## src/rtl/mem_port_arbiter_pkg.sv

```systemverilog
// rtl/mem_port_arbiter_pkg.sv - shared GPU memory-op constants and default memory geometry
package mem_port_arbiter_pkg;

  localparam logic OP_READ  = 1'b0;
  localparam logic OP_WRITE = 1'b1;

  localparam int DEFAULT_WIDTH = 16;
  localparam int DEFAULT_DEPTH = 1024;

endpackage

```

## src/rtl/mem_port_arbiter_rr_arbiter.sv

```systemverilog
// rtl/mem_port_arbiter_rr_arbiter.sv - combinational round-robin arbiter, search starts after last_grant
module rr_arbiter #(
  parameter  int NUM_REQ = 4,
  localparam int IW      = (NUM_REQ > 1) ? $clog2(NUM_REQ) : 1
) (
  input  logic [NUM_REQ-1:0] request,
  input  logic [IW-1:0]      last_grant,
  output logic [NUM_REQ-1:0] grant,
  output logic [IW-1:0]      grant_index,
  output logic               grant_valid
);

  always_comb begin
    logic [IW-1:0] sel;
    grant       = '0;
    grant_index = '0;
    grant_valid = 1'b0;
    sel         = '0;
    for (int k = 1; k <= NUM_REQ; k++) begin
      sel = IW'((int'(last_grant) + k) % NUM_REQ);
      if (!grant_valid && request[sel]) begin
        grant_valid = 1'b1;
        grant[sel]  = 1'b1;
        grant_index = sel;
      end
    end
  end

endmodule

```

## src/rtl/mem_port_arbiter.sv

```systemverilog
// rtl/mem_port_arbiter.sv - round-robin sharing of one single-port memory with registered read responses
module mem_port_arbiter
  import mem_port_arbiter_pkg::*;
#(
  parameter  int NUM_REQ = 4,
  parameter  int WIDTH   = DEFAULT_WIDTH,
  parameter  int DEPTH   = DEFAULT_DEPTH,
  localparam int AW      = $clog2(DEPTH),
  localparam int IW      = (NUM_REQ > 1) ? $clog2(NUM_REQ) : 1
) (
  input  logic                     clk,
  input  logic                     reset,
  input  logic [NUM_REQ-1:0]       req_valid,
  input  logic [NUM_REQ-1:0]       req_write,
  input  logic [NUM_REQ*AW-1:0]    req_address,
  input  logic [NUM_REQ*WIDTH-1:0] req_w_data,
  output logic [NUM_REQ-1:0]       req_ready,
  output logic [NUM_REQ-1:0]       resp_valid,
  output logic [WIDTH-1:0]         resp_r_data,
  output logic [AW-1:0]            mem_address,
  output logic [WIDTH-1:0]         mem_w_data,
  output logic                     mem_w_write,
  input  logic [WIDTH-1:0]         mem_r_data
);

  logic [IW-1:0]      last_grant;
  logic [NUM_REQ-1:0] active_req;
  logic [NUM_REQ-1:0] grant;
  logic [IW-1:0]      grant_index;
  logic               grant_valid;
  logic [NUM_REQ-1:0] resp_valid_q;
  logic [WIDTH-1:0]   resp_r_data_q;

  // Masking requests during reset keeps every grant-derived output quiet.
  assign active_req = reset ? '0 : req_valid;

  rr_arbiter #(.NUM_REQ(NUM_REQ)) u_rr_arbiter (
    .request     (active_req),
    .last_grant  (last_grant),
    .grant       (grant),
    .grant_index (grant_index),
    .grant_valid (grant_valid)
  );

  assign req_ready = grant;

  always_comb begin
    mem_address = '0;
    mem_w_data  = '0;
    mem_w_write = 1'b0;
    if (grant_valid) begin
      mem_address = req_address[int'(grant_index)*AW +: AW];
      mem_w_data  = req_w_data[int'(grant_index)*WIDTH +: WIDTH];
      mem_w_write = (req_write[grant_index] == OP_WRITE);
    end
  end

  // A read that completed just before reset must not surface while reset is held.
  assign resp_valid  = reset ? '0 : resp_valid_q;
  assign resp_r_data = reset ? '0 : resp_r_data_q;

  always_ff @(posedge clk) begin
    if (reset) begin
      last_grant    <= IW'(NUM_REQ - 1);
      resp_valid_q  <= '0;
      resp_r_data_q <= '0;
    end else begin
      resp_valid_q <= '0;
      if (grant_valid) begin
        last_grant <= grant_index;
        if (req_write[grant_index] == OP_READ) begin
          resp_valid_q  <= grant;
          resp_r_data_q <= mem_r_data;
        end
      end
    end
  end

endmodule

```

## config.mk

```make
export PLATFORM = sky130hd
export DESIGN_NAME = mem_port_arbiter
export DESIGN_NICKNAME = d
export VERILOG_FILES = /design/src/rtl/mem_port_arbiter_pkg.sv /design/src/rtl/mem_port_arbiter_rr_arbiter.sv /design/src/rtl/mem_port_arbiter.sv
export SDC_FILE = /design/constraint.sdc
export NUM_CORES = 1
export LEC_CHECK = 0
export CAP_MARGIN = 15
export CORE_MARGIN = 10
export CORE_UTILIZATION = 33
export CTS_CLUSTER_DIAMETER = 50
export DETAILED_ROUTE_END_ITERATION = 10
export MAX_ROUTING_LAYER = met4
export PLACE_DENSITY_LB_ADDON = 0.12
export REMOVE_ABC_BUFFERS = 1
export SETUP_SLACK_MARGIN = 0.4
export SLEW_MARGIN = 10
export SYNTH_ARGS = -nofsm -noshare
export SYNTH_HDL_FRONTEND = slang
export SYNTH_SLANG_ARGS = --single-unit
export TNS_END_PERCENT = 1
```

## constraint.sdc

```tcl
create_clock -name clk -period 3.61 [get_ports clk]
set_clock_uncertainty 0.05 [all_clocks]
set_input_delay 0.722 -clock clk [delete_from_list [all_inputs] [get_ports clk]]
set_output_delay 0.722 -clock clk [all_outputs]
set_load 0.005 [all_outputs]
```

* Word level (Yosys, flattened, before mapping)
Index checks and enable logic that the tools add are counted.
Widths: inputs -> output; s select.
** Word-level totals
- Bits in registers :: 22
- Latch bits :: 0
- RAM bits :: 0
- Memory bits (read-only) :: 0
- Bits of input ports :: 130
- Output and inout port bits :: 51
- Memories :: 0
** Operators by class
- $add $sub $neg :: 4
- Multiply operators :: 1
- Divide/modulo/power cells :: 0
- Magnitude comparators :: 9
- Equal/unequal tests :: 0
- Shift operators :: 2
- Mux-type cells :: 36
- Bitwise logic cells :: 5
- Reduce and logical (&&, ||, !) cells :: 12
** Operator list (count)
- $shiftx 64x7->16 :: 1
- $shiftx 40x7->10 :: 1
- $mux 16 :: 2
- $mux 4 :: 6
- $lt 2x3->1 const B :: 5
- $mux 1 :: 14
- $or 4x4->4 :: 3
- $bmux 1 s2 :: 5
- $mux 10 :: 1
- $demux 1 s2 :: 4
- $ge 2x1->1 const B :: 4
- $mux 2 :: 4
- $logic_and 1x1->1 :: 7
- $mul 2x3->5 const B :: 1
- $add 2x1->2 const B :: 2
- $add 2x2->2 const B :: 2
- $logic_not 1->1 :: 3
- $reduce_or 3->1 :: 1
- $not 1->1 :: 2
- $reduce_and 2->1 :: 1

* Depth between registers and ports, before layout
- Depth in word-level cells :: 17
- Mapped depth :: 11

* Cells and area by module
From an unflattened synthesis, not the netlist that was laid out.
** Unflattened totals
- Cell total of the unflattened synthesis :: 229
- Area total of the unflattened synthesis :: 2424.8 um^2
** By module, submodules not included
- mem_port_arbiter :: times used 1, cells each 161, area each 1899.3 um^2, seq. area each 440.4 um^2
- rr_arbiter :: times used 1, cells each 68, area each 525.5 um^2, seq. area each 0.0 um^2

* Worst setup path after synthesis
OpenSTA, ideal clock, no wires.
- Path type :: register to output
- Start point :: register last_grant[0]
- End point :: output mem_address[2]
- Data arrival time :: 2.641 ns
- Path slack :: 0.197 ns
- Stages on the path, launching flop included :: 11
- Cell sequence :: dfxtp_1 buf_6 inv_1 ha_1 nor2_1 o2bb2ai_2 o211ai_4 xnor2_2 buf_6 mux4_2 and2_1
** Between the ends
- Cells in the longest elaborated chain, start to end :: 16
** Ends and longest elaborated chain
- start, declared :: RTL line mem_port_arbiter.sv:26 : logic [IW-1:0] last_grant;
- start signal, assigned :: RTL line mem_port_arbiter.sv:64 : last_grant <= IW'(NUM_REQ - 1);
- start signal, assigned :: RTL line mem_port_arbiter.sv:70 : last_grant <= grant_index;
- $add 2x1->2 :: RTL line mem_port_arbiter_rr_arbiter.sv:20 : sel = IW'((int'(last_grant) + k) % NUM_REQ);
- $bmux 1 s2 :: RTL line mem_port_arbiter_rr_arbiter.sv:21 : if (!grant_valid && request[sel]) begin
- $mux 1 (implied by the code) :: RTL line mem_port_arbiter_rr_arbiter.sv:21
- $mux 1 :: RTL line mem_port_arbiter_rr_arbiter.sv:21
- $logic_not 1->1 :: RTL line mem_port_arbiter_rr_arbiter.sv:21
- $logic_and 1x1->1 :: RTL line mem_port_arbiter_rr_arbiter.sv:21
- $mux 1 :: RTL line mem_port_arbiter_rr_arbiter.sv:21
- $logic_not 1->1 :: RTL line mem_port_arbiter_rr_arbiter.sv:21
- $logic_and 1x1->1 :: RTL line mem_port_arbiter_rr_arbiter.sv:21
- $mux 1 :: RTL line mem_port_arbiter_rr_arbiter.sv:21
- $logic_not 1->1 :: RTL line mem_port_arbiter_rr_arbiter.sv:21
- $logic_and 1x1->1 :: RTL line mem_port_arbiter_rr_arbiter.sv:21
- $mux 2 :: RTL line mem_port_arbiter_rr_arbiter.sv:21
- $mul 2x3->5 :: RTL line mem_port_arbiter.sv:52 : mem_address = req_address[int'(grant_index)*AW +: AW];
- $shiftx 40x7->10 :: RTL line mem_port_arbiter.sv:52
- $mux 10 (*) :: RTL line mem_port_arbiter.sv:51 : if (grant_valid) begin
- end, declared :: RTL line mem_port_arbiter.sv:20 : output logic [AW-1:0] mem_address,
Mark *: on every way between the ends. The rest lies on a longest branch, timed or not. The select of a mux whose other input is x is not followed.

* Worst setup path in the final report
- Start point :: input reset
- End point :: output mem_w_data[10]
** Between the ends
- Cells in the longest elaborated chain, start to end :: 15
** Ends and longest elaborated chain
- start, declared :: RTL line mem_port_arbiter.sv:12 : input logic reset,
- $mux 4 (*) :: RTL line mem_port_arbiter.sv:35 : assign active_req = reset ? '0 : req_valid;
- $bmux 1 s2 :: RTL line mem_port_arbiter_rr_arbiter.sv:21
- $mux 1 (implied by the code) :: RTL line mem_port_arbiter_rr_arbiter.sv:21
- $mux 1 :: RTL line mem_port_arbiter_rr_arbiter.sv:21
- $logic_not 1->1 :: RTL line mem_port_arbiter_rr_arbiter.sv:21
- $logic_and 1x1->1 :: RTL line mem_port_arbiter_rr_arbiter.sv:21
- $mux 1 :: RTL line mem_port_arbiter_rr_arbiter.sv:21
- $logic_not 1->1 :: RTL line mem_port_arbiter_rr_arbiter.sv:21
- $logic_and 1x1->1 :: RTL line mem_port_arbiter_rr_arbiter.sv:21
- $mux 1 :: RTL line mem_port_arbiter_rr_arbiter.sv:21
- $logic_not 1->1 :: RTL line mem_port_arbiter_rr_arbiter.sv:21
- $logic_and 1x1->1 :: RTL line mem_port_arbiter_rr_arbiter.sv:21
- $mux 2 :: RTL line mem_port_arbiter_rr_arbiter.sv:21
- $shiftx 64x7->16 :: RTL line mem_port_arbiter.sv:53 : mem_w_data = req_w_data[int'(grant_index)*WIDTH +: WIDTH];
- $mux 16 (*) :: RTL line mem_port_arbiter.sv:51
- end, declared :: RTL line mem_port_arbiter.sv:21 : output logic [WIDTH-1:0] mem_w_data,
Marked as above.

==> impl_metrics.csv <==
group,metric,value,unit
outcome,status,"finished clean",
timing,min_period_over_period,99.8,%
yosys,synth_cell_types,39,
setup_path,rr_endpoint,"resp_r_data_q[9]",
setup_path,cp-start-kind,"input pin",
yosys,synthCells,246,
cts,worstSkewPairLatency,0.26,ns
route,antenna_left,0,
route,vias,2908,
power,p_leak,2.02,nW
grt,grt_overflow,0,
cts,cts_tree,"built",
route,avgViaCountPerCell,5.35,
die,die_x,102,um
cts,h-tree-depth,1,
worst_hold_path,hold_path.class,"flip-flop to flip-flop",
timing,final_max_slew_viol_count,0,
setup_path,cp-end-kind,"primary output",
timing,grt_setup_unrepaired,"yes",
die,die_y,102,um
timing,setup_viol,0,
power,pwr-share-clk,9.1,%
final_layout,seq_area,442,um^2
yosys,synth_edf_count,0,
yosys,seq_area_frac_synth,19.9,%
flow_run,drv_cap,0,
final_layout,drive_gt1_share,28.9,%
grt,grt_usage,19.8,%
route,drtIter0Drc,155,
grt,first_global_vias,3065,
setup_path,cp.arrival,2.83,ns
power,pwr-share-comb,72.6,%
grt,grt_max_degree,25,
power,p_int,0.00109,W
yosys,avgSynthCellArea,9.00,um^2
die,fp-row-count,29,
power,power,0.00163,W
cts,clk_pin_slew_worst_paths,0.07,ns
final_layout,nets,607,
setup_path,crit_type,"input pin to primary output",
cts,cts-root-buf,"clkbuf_8",
power,netSwitchingFraction,33.0,%
final_layout,n_fill_cell,490,
placed_design,dp_cells,523,
die,core,6420,um^2
cts,clk_path_buf_depth,2,
power,power.density,346,nW/um^2
final_layout,syn2layout_area_growth,113,%
cts,cts_sinks,22,
cts,numCtsBuffers,3,
setup_path,critPathMaxFanout,7,
timing,hold_viol,0,
power,power_frac_seq,18.3,%
timing,slew_headroom,66.5,%
yosys,async_flop_share,0,%
die,dieArea,10400,um^2
setup_path,endpoint,"mem_w_data[10]",
die,start_util,34.5,%
final_layout,fin_cells,544,
grt,grt_pass1_wl,15.9,mm
power,switching_power,0.000537,W
route,first_pass_iters,5,
timing,timing.hold.ws,0.571,ns
final_layout,multi_input_area,1750,um^2
route,wire_per_inst,20.6,um
placed_design,portBuffers,180,
route,route.detailed.drc,0,
grt,grt_antenna_before_repair,0,
placed_design,dpl.hpwl,8.62,mm
timing,fmax,278,MHz
final_layout,post-route-util,73.4,%
setup_path,cp-startpoint,"reset",
route,routed_wl,11.2,mm
timing,period_minus_slack,3.60,ns
power,ir_drop,0.000172,V
yosys,yosysWarnings,0,
timing,worst_slew_pin_slew,0.489,ns
yosys,netlist_area,2210,um^2
yosys,synth-seq-cells,22,
final_layout,diodes,0,
setup_path,rr_startpoint,"last_grant[0]",
yosys,synth_flop_cell,"dfxtp_1",
setup_path,r2r_setup_slack,0.92,ns
cts,cts_hold_buffers,0,
setup_path,required,2.84,ns
setup_path,ff2ff_path_depth,9,
placed_design,gp_congestion,0.809,
die,pin_count,181,
power by group through the flow:
stage | clock network, W | logic (W) | registers [W]
after floorplan | 0 | 0.000442 | 0.000309
final | 0.000149 | 0.00118 | 0.000298
after detailed placement | 0 | 0.00100 | 0.000302
after global placement | 0 | 0.000983 | 0.000301
after CTS | 0.000153 | 0.00111 | 0.000297
after global routing | 0.000164 | 0.00126 | 0.000302
cells by family after synthesis:
| kind of cell | synth area share, % |
|---|---|
| compound gates | 15.8 |
| xor+xnor | 1.13 |
| fa+ha+maj | 4.52 |
| buf+inv | 6.84 |
| flops | 19.9 |
| mux | 28.8 |
| simple gates | 23.0 |
Yosys cell counts, types with 4 or more instances:
master / instances / area share, %
a21oi_1: 5 / 1.1
a221o_1: 4 / 1.8
and2_1: 11 / 3.1
buf_4: 4 / 1.4
clkbuf_1: 11 / 1.9
dfxtp_1: 22 / 20
ha_1: 8 / 4.5
inv_1: 10 / 1.7
mux2_2: 13 / 6.6
mux2i_1: 18 / 8.1
mux4_2: 11 / 11
nand2_1: 26 / 4.4
nand2b_1: 4 / 1.1
nand4_1: 16 / 4.5
nor2_1: 9 / 1.5
nor2b_1: 24 / 6.8
o21ai_0: 4 / 0.90
o221ai_1: 17 / 6.7
placed cells by master, fill, tap and decap left out, types with 10 or more instances in the layout:
cell type | Yosys | routed
clkdlybuf4s50_1 | 0 | 144
mux2_2 | 13 | 13
nand2_1 | 26 | 26
and2_4 | 0 | 10
dlygate4sd2_1 | 0 | 14
buf_6 | 3 | 14
o221ai_1 | 17 | 16
inv_1 | 10 | 10
dfxtp_1 | 22 | 21
nand4_1 | 16 | 16
mux2i_1 | 18 | 15
mux4_2 | 11 | 11
nor2b_1 | 24 | 24
buf_4 | 4 | 43
metal layers:
layer / routed length [um] / part of all wire, % / global-route usage (%)
met4: 442 / 3.9 / 7.48
met1: 4100 / 37 / 21.5
met5: 0 / 0 / -
met3: 899 / 8.0 / 4.86
met2: 5770 / 51 / 34.2
critical path, cell delays in order:
cell	delay (ns)
buf_12	0.11
or2_4	0.23
o22a_1	0.23
o211ai_4	0.24
xnor2_4	0.15
buf_12	0.14
buf_12	0.11
buf_6	0.09
mux4_2	0.50
and2_4	0.17
buf_6	0.11
state kept, by name (all words and copies together), names as in the netlist:
signal and cells:
last_grant 2, resp_valid_q 4, resp_r_data_q 16
metrics by stage:
| stage | area (um^2) | worst slack, ns | TNS (ns) |
|---|---|---|---|
| 6_report | 4710 | 0.00682 | 0 |
| 5_1_grt | 4710 | -0.0762 | -0.718 |
| 4_1_cts | 4560 | 0.0138 | 0 |
| 3_5_place_dp | 4360 | -0.942 | -25.11 |
| 3_3_place_gp | 4360 | -0.860 | -22.04 |
| 2_1_floorplan | 2100 | -1.04 | -35.16 |
timing repair:
item | 4_1_cts | 5_1_grt
resized for setup | 99 | 48
endpoints found under the setup margin | 47 | 31
gates cloned | 2 | 0
hold endpoints to repair | 0 | 0
setup buffers | 13 | 3
pin swaps | 11 | 10
how the worst min path moves through the flow:
stage                       from                 to  slack, ns  cells past startpoint
2_1_floorplan  resp_r_data_q[10]  resp_r_data_q[10]       0.57                      2
3_3_place_gp   resp_r_data_q[10]  resp_r_data_q[10]       0.54                      2
3_5_place_dp    resp_r_data_q[4]   resp_r_data_q[4]       0.56                      2
4_1_cts         resp_r_data_q[4]   resp_r_data_q[4]       0.58                      2
5_1_grt         resp_r_data_q[3]   resp_r_data_q[3]       0.60                      2
6_report        resp_r_data_q[4]   resp_r_data_q[4]       0.57                      2
area by class of cell:
type | instances | area share [%]
Inverter | 10 | 0.796
Tap cell | 77 | 2.04
Timing Repair Buffer | 238 | 49.8
Clock buffer | 3 | 0.876
Sequential cell | 22 | 9.37
Multi-Input combinational cell | 194 | 37.1
Power figures use the tool's default switching activity.
